File: config.mk
export PLATFORM = sky130hd
export DESIGN_NAME = multicycle_controller
export DESIGN_NICKNAME = d
export VERILOG_FILES = /design/src/rtl/multicycle_controller.sv
export SDC_FILE = /design/constraint.sdc
export NUM_CORES = 1
export LEC_CHECK = 0
export ABC_AREA = 1
export BUFFER_PORTS_ARGS = -buffer_cell sky130_fd_sc_hd__buf_2
export CAP_MARGIN = 10
export CORE_AREA = 2 2 66 68
export CTS_CLUSTER_SIZE = 10
export DETAILED_ROUTE_END_ITERATION = 12
export DIE_AREA = 0 0 68 70
export GPL_TIMING_DRIVEN = 0
export PLACE_DENSITY = 0.65
export SYNTH_ARGS = -nofsm -noshare
export SYNTH_HDL_FRONTEND = slang
export SYNTH_SLANG_ARGS = --single-unit
File: constraint.sdc
create_clock -name clk -period 3 [get_ports clk]
set_clock_uncertainty 0.05 [all_clocks]
set_input_delay 0 -clock clk [delete_from_list [all_inputs] [get_ports clk]]
set_output_delay 0 -clock clk [all_outputs]
set_load 0.01 [all_outputs]
File: src/rtl/multicycle_controller.sv
// Multicycle RISC-V style control FSM: Moore decode of control signals, memory
// stall tracking with timeout, illegal-opcode trap and a registered retire pulse.
module multicycle_controller #(
    parameter int unsigned MAX_WAIT = 8
) (
    input  logic       clk,
    input  logic       rst,
    input  logic       run,
    input  logic [6:0] op,
    input  logic       zero,
    input  logic       mem_ready,
    output logic       mem_req,
    output logic       PCWrite,
    output logic       AdrSrc,
    output logic       MemWrite,
    output logic       IRWrite,
    output logic       RegWrite,
    output logic [1:0] ResultSrc,
    output logic [1:0] ALUSrcA,
    output logic [1:0] ALUSrcB,
    output logic [1:0] ALUOp,
    output logic [1:0] ImmSrc,
    output logic       instr_done,
    output logic [1:0] fault
);

    typedef enum logic [3:0] {
        IDLE, FETCH, DECODE, MEMADR, MEMREAD, MEMWB, MEMWRITE,
        EXECUTER, EXECUTEI, ALUWB, BEQ, JAL, FAULT
    } state_t;

    localparam logic [6:0] OP_LW   = 7'b0000011;
    localparam logic [6:0] OP_SW   = 7'b0100011;
    localparam logic [6:0] OP_R    = 7'b0110011;
    localparam logic [6:0] OP_I    = 7'b0010011;
    localparam logic [6:0] OP_BEQ  = 7'b1100011;
    localparam logic [6:0] OP_JAL  = 7'b1101111;
    // The stall that would bring the counter to MAX_WAIT is the one that faults.
    localparam logic [7:0] LIMIT   = 8'(MAX_WAIT - 1);

    state_t     state_q, state_d;
    logic [7:0] wait_q, wait_d;
    logic [1:0] fault_q, fault_d;
    logic       done_q, done_d;
    logic       timeout;

    always_ff @(posedge clk or negedge rst) begin
        if (!rst) begin
            state_q <= IDLE;
            wait_q  <= '0;
            fault_q <= '0;
            done_q  <= 1'b0;
        end else begin
            state_q <= state_d;
            wait_q  <= wait_d;
            fault_q <= fault_d;
            done_q  <= done_d;
        end
    end

    always_comb begin
        state_d   = state_q;
        fault_d   = fault_q;
        mem_req   = 1'b0;
        PCWrite   = 1'b0;
        AdrSrc    = 1'b0;
        MemWrite  = 1'b0;
        IRWrite   = 1'b0;
        RegWrite  = 1'b0;
        ResultSrc = '0;
        ALUSrcA   = '0;
        ALUSrcB   = '0;
        ALUOp     = '0;
        timeout   = !mem_ready && (wait_q == LIMIT);

        case (state_q)
            IDLE: if (run) state_d = FETCH;
            FETCH: begin
                mem_req   = 1'b1;
                ALUSrcB   = 2'b10;
                ResultSrc = 2'b10;
                IRWrite   = mem_ready;
                PCWrite   = mem_ready;
                if (mem_ready) state_d = DECODE;
                else if (timeout) begin
                    state_d = FAULT;
                    fault_d = 2'b10;
                end
            end
            DECODE: begin
                ALUSrcA = 2'b01;
                ALUSrcB = 2'b01;
                case (op)
                    OP_LW, OP_SW: state_d = MEMADR;
                    OP_R:         state_d = EXECUTER;
                    OP_I:         state_d = EXECUTEI;
                    OP_BEQ:       state_d = BEQ;
                    OP_JAL:       state_d = JAL;
                    default: begin
                        state_d = FAULT;
                        fault_d = 2'b01;
                    end
                endcase
            end
            MEMADR: begin
                ALUSrcA = 2'b10;
                ALUSrcB = 2'b01;
                state_d = (op == OP_LW) ? MEMREAD : MEMWRITE;
            end
            MEMREAD: begin
                mem_req = 1'b1;
                AdrSrc  = 1'b1;
                if (mem_ready) state_d = MEMWB;
                else if (timeout) begin
                    state_d = FAULT;
                    fault_d = 2'b10;
                end
            end
            MEMWB: begin
                ResultSrc = 2'b01;
                RegWrite  = 1'b1;
                state_d   = FETCH;
            end
            MEMWRITE: begin
                mem_req  = 1'b1;
                AdrSrc   = 1'b1;
                MemWrite = 1'b1;
                if (mem_ready) state_d = FETCH;
                else if (timeout) begin
                    state_d = FAULT;
                    fault_d = 2'b10;
                end
            end
            EXECUTER: begin
                ALUSrcA = 2'b10;
                ALUOp   = 2'b10;
                state_d = ALUWB;
            end
            EXECUTEI: begin
                ALUSrcA = 2'b10;
                ALUSrcB = 2'b01;
                ALUOp   = 2'b10;
                state_d = ALUWB;
            end
            ALUWB: begin
                RegWrite = 1'b1;
                state_d  = FETCH;
            end
            BEQ: begin
                ALUSrcA = 2'b10;
                ALUOp   = 2'b01;
                PCWrite = zero;
                state_d = FETCH;
            end
            JAL: begin
                ALUSrcA = 2'b01;
                ALUSrcB = 2'b10;
                PCWrite = 1'b1;
                state_d = ALUWB;
            end
            FAULT: state_d = FAULT;
            default: state_d = IDLE;
        endcase

        if (state_d != state_q)
            wait_d = '0;
        else if (mem_req && !mem_ready)
            wait_d = wait_q + 8'd1;
        else
            wait_d = wait_q;

        done_d = (state_d == FETCH) &&
                 (state_q == MEMWB || state_q == MEMWRITE ||
                  state_q == ALUWB || state_q == BEQ);
    end

    always_comb begin
        case (op)
            OP_SW:   ImmSrc = 2'b01;
            OP_BEQ:  ImmSrc = 2'b10;
            OP_JAL:  ImmSrc = 2'b11;
            default: ImmSrc = 2'b00;
        endcase
    end

    assign instr_done = done_q;
    assign fault      = fault_q;

endmodule

# Word-level counts from Yosys, hierarchy flattened
# Index checks and enable logic that the tools add are counted.
# totals
out_inout_bits,19
input_bits,12
ff_bits,15
word_cells,77
# classes
mux,25
n_addsub,1
n_reduce_logical,23
n_eq_ne,24
# ops
operator,count
case mux 4 bit (9 select lines),1
"== test 4 bit, second input constant",5
2-to-1 mux 4 bit,5
case mux 2 bit (2 select lines),5
case mux 4 bit (5 select lines),1
"== test 4 x 3 -> 1 bit, second input constant",4
2-to-1 mux 8 bit,2
"== test 7 x 6 -> 1 bit, second input constant",2
"== test 7 bit, second input constant",2
OR reduction 2 bit,6
OR reduction 3 bit,4
"adder 8 x 1 -> 8 bit, second input constant",1
"== test 4 x 1 -> 1 bit, second input constant",2
"== test 4 x 2 -> 1 bit, second input constant",2
"== test 8 x 3 -> 1 bit, second input constant",1
2-to-1 mux 2 bit,4
"== test 7 x 2 -> 1 bit, second input constant",1
"== test 7 x 5 -> 1 bit, second input constant",1
case mux 2 bit (3 select lines),1
OR reduction 6 bit,1
2-to-1 mux 1 bit,5
zero test 4 bit,1
"!= test 2 bit, second input constant",2
!= test 4 bit,1
other kinds (8),13

# Logic depth before layout (Yosys ltp)
# depth
depth_word,7
ltp_mapped,15

# Worst setup path after synthesis
# Ideal clock, no wire load.
# synth_path
path_type,reg2reg
startpoint,register state_q[1]
endpoint,register wait_q[0]
n_path_buf,0
arrival_ns,1.574
slack_ns,1.305
setup_time_ns,0.071
stages_incl_launch_ff,14
synth_period_minus_slack_ns,1.695
cell_sequence,dfrtp_1 -> inv_2 -> nand2_1 -> inv_2 -> nand2_1 -> inv_1 -> nand2_1 -> nand3_1 -> nor2_1 -> nand3_1 -> nand2_1 -> nor2_2 -> nand3_4 -> nor2_2
# synth_between
elab_chain_len,5
elab_cells_between_ends,27
classes_between,eq/ne (13); mux (8); reduce/logical (6)
# synth_lines
element,line_no,text
start: declaration,41,"state_t state_q, state_d;"
start signal: assignment,54,state_q <= state_d;
== test 4 bit (tied with other cells),76,case (state_q)
OR reduction 3 bit (no source line) (tied with other cells),n/a,
case mux 4 bit (9 select lines) or 2-to-1 mux 1 bit (tied branches),76,
!= test 4 bit or logical AND 1 bit (tied branches),"165, 167",
2-to-1 mux 8 bit or nonzero test 2 bit (tied branches),n/a,
end signal: assignment,55,wait_q <= wait_d;
end: declaration,42,"logic [7:0] wait_q, wait_d;"
# Parallel ways exist; a longest one is shown, timed or not.
# A chain may end at the register's enable or synchronous reset.

# Worst setup path after layout
# layout_path
startpoint,register state_q[3]
endpoint,register wait_q[2]
# The elaborated chain is that of the path after synthesis.

==> key figures <==
Power
  – P_leak: 0.9360 nW
  – Pwr/cell area: 831.3 nW/um^2
  – Max VDD drop: 360.9 uV

Critical path
  – Path type of the worst setup path: flip-flop to flip-flop
  – Crit-path cells: inv_2 > nand2_1 > nor3_2 > nand2_1 > nand3_1 > nand2_1 > nor2_2 > nand3_4 > nor2_2
  – Largest delay share family, worst path: simple AND/OR/NAND/NOR gates
  – Maximum fanout along the worst path: 8
  – Slowest stage cell on the critical path: dfrtp_1
  – Critical path's largest stage delay: 0.46 ns
  – Worst Path Arrival: 2.12 ns
  – Most frequent CP cell: nand2_1
  – Critical Path Start Type: flip-flop
  – CP bufs+invs: 1
  – Worst endpoint required time: 3.13 ns
  – Setup crit end kind: flip-flop

Global route
  – Total grt overflow: 0
  – Number of global-route vias before repair: 1195
  – Pin count of the biggest net entering global routing: 16
  – Gr usage total: 13.81%
  – First-pass GRT wire length: 5126 um
  – Initial antenna violation count: 0

STA
  – Max Transition Viols Final: 0
  – Final setup vio count: 0
  – F_max: 502.6 MHz
  – Least-Margin Pin Slew: 0.4267 ns
  – Total Negative Setup Slacks: 0 ns
  – Setup slack after layout: 1.010 ns
  – Tcrit/Tclk final: 66.32%
  – Fin crit period: 1.990 ns
  – Fin. Hold Viols: 0
  – RSZ-0062 raised after global routing: false
  – Slew headroom: 71.40%

Synthesis
  – Post-Syn Nets: 219
  – Synth Cell Area: 1324 um^2
  – Yosys top cell area share: 28.36%
  – Area contributors post-synth: dfrtp_1 (28%), nand2_1 (16%), nor2_1 (8.5%)
  – Ys Warns: 0
  – Register area share after synthesis: 28.36%
  – Distinct cells, synth: 30
  – Yosys reg bits: 15
  – Synth Area per Inst: 6.426 um^2
  – Yosys top cell by area: dfrtp_1
  – Post-Synthesis Cells: 206

Route
  – Final wirelength: 3032 um
  – # DRC: 0
  – Wire per inst: 10.35 um
  – 1st-iter DRT viols: 45
  – Via density: 4.491
  – TritonRoute pass-1 iters: 4
  – Vias: 1316
  – Routed Antenna Nets: 0

Final layout
  – Register area: 375.4 um^2
  – # diodes: 0
  – Nets: 255
  – Final non-filler cell total: 293
  – Area of the multi-input gates: 822.0 um^2
  – Filler cells: 451
  – Layout cells sized above 1: 26.56%
  – Area Overhead vs Synth: 20.42%

Placement
  – I/O Buffers: 30
  – GPL Wtd Cong: 0.8499
  – Setup Slack @ Placement: 0.9910 ns
  – HPWL Detailed: 2438 um
  – Dpl cells: 288

Die
  – Starting Density: 31.94%
  – Core region area: 4144 um^2
  – I/O pin total: 31
  – Row count: 24
  – Die area: 4760 um^2
  – Die H: 70 um
  – Die W: 68 um

CTS
  – CTS tree: done
  – Clk_lat worst skew: 0.25 ns
  – Worst-path clk slew: 0.06 ns
  – # resized after CTS: 0
  – Clk root buf: clkbuf_8
  – Clk sink count: 15
  – Max clock buf depth: 2
  – Inserted Clock Buffers: 3
  – H-tree levels: 1

Job
  – Total of max-cap violations: 0

Run status
  – Outcome: finished, final reports clean

Worst hold path
  – Worst hold path type: primary input to flip-flop
## registers in the layout, indices dropped and copies added (netlist names)
name        cells
wait_q          8
fault           2
state_q         4
instr_done      1
## synthesized netlist by cell type
master    instances
nand3_4           1
nor2_1           30
o22ai_1           1
inv_4             1
mux2i_1           1
nor3b_1           1
a21oi_1           3
nor3_2            1
o21ai_1           1
buf_4             1
o21ai_0           5
dfrtp_1          15
inv_1            23
a21boi_0          1
a31oi_1           1
nand2_4           2
nand3_1          18
xnor2_1           1
o211ai_1          2
nor2_2           12
ha_1              1
nand3_2           2
xor2_1            6
o21bai_1          1
nor3_1            3
nand4_1           5
inv_2             7
nand2_1          56
nor2_8            1
nand2_2           3
## per-layer routing
| layer | vias to the layer above | share of wire (%) | global-route usage, % | wire length, um |
|---|---|---|---|---|
| met5 | - | 0 | 0 | 0 |
| met4 | 0 | 1.7 | 4.444 | 51 |
| met3 | 6 | 4.8 | 2.576 | 145 |
| met2 | 33 | 42 | 20.50 | 1261 |
| met1 | 557 | 52 | 19.90 | 1573 |
| li1 | 720 | - | - | - |
## final cells by class
class                   count  area share [%]
multi-input cells         159           51.57
flip-flops and latches     15           23.55
repair buffers             31           10.05
inverters                  31           7.457
well taps                  52           4.082
clock buffers               4           2.826
plain buffers               1          0.4710
## placed cells by master (no fill, tap or decap), types with 5 or more instances in the layout
master / netlist / layout
nand2_1: 56 / 56
nor2_1: 30 / 30
buf_2: 0 / 30
inv_1: 23 / 23
nand3_1: 18 / 18
dfrtp_1: 15 / 15
nor2_2: 12 / 12
inv_2: 7 / 7
xor2_1: 6 / 6
nand4_1: 5 / 5
o21ai_0: 5 / 5
## cell families (layout without fill, tap and decap cells)
logic type	Yosys count	count (layout)	share of synthesized area, %
AO/OA/AOI/OAI	15	15	6.616
XOR/XNOR	7	7	4.631
adder cells (fa/ha/maj)	1	1	0.9450
buffers and inverters	32	67	9.547
flip-flops	15	15	28.36
multiplexers	1	1	0.7562
AND/OR/NAND/NOR	135	135	49.15
## power breakdown
part / switching [mW] / internal, mW
Combinational: 0.572 / 0.295
Sequential: 0.0434 / 0.249
Clock: 0.0721 / 0.0941
Total: 0.687 / 0.638
## worst paths after layout
check / from / end / slack (ns) / depth (start not counted)
max reg2reg: state_q[3]$_DFF_PN0_ / wait_q[2]$_DFFE_PN0P_ / 1.01 / 9
min: run / state_q[0]$_DFF_PN0_ / 0.11 / 5
max in group asynchronous: rst / wait_q[6]$_DFFE_PN0P_ / 2.52 / 2
max: state_q[3]$_DFF_PN0_ / wait_q[2]$_DFFE_PN0P_ / 1.01 / 9
min in group asynchronous: rst / fault[0]$_DFFE_PN0P_ / 0.12 / 2
min reg2reg: fault[1]$_DFFE_PN0P_ / fault[1]$_DFFE_PN0P_ / 0.44 / 2
## tightest hold or removal path, cell delays in order
cell     delay [ns]
buf_2          0.09
nand3_1        0.07
nand3_1        0.09
nor2_2         0.05
nand3_2        0.07
## repair_timing
item	4_1_cts	5_1_grt
buffers inserted	0	0
hold endpoints to repair	15	0
hold buffers	1	0
## per-stage QoR
stage | util, % | cell area, um^2 | total power [mW] | hold WS, ns
global placement | 37.14 | 1539 | 1.165 | -0.1291
detailed placement | 37.14 | 1539 | 1.171 | -0.1266
floorplan | - | 1324 | 0.9438 | -0.3456
finish | 38.47 | 1594 | 1.325 | 0.1123
global route | 38.47 | 1594 | 1.456 | 0.1630
CTS | 38.47 | 1594 | 1.342 | 0.1187
Note: power is estimated with default switching activity, not from simulation.
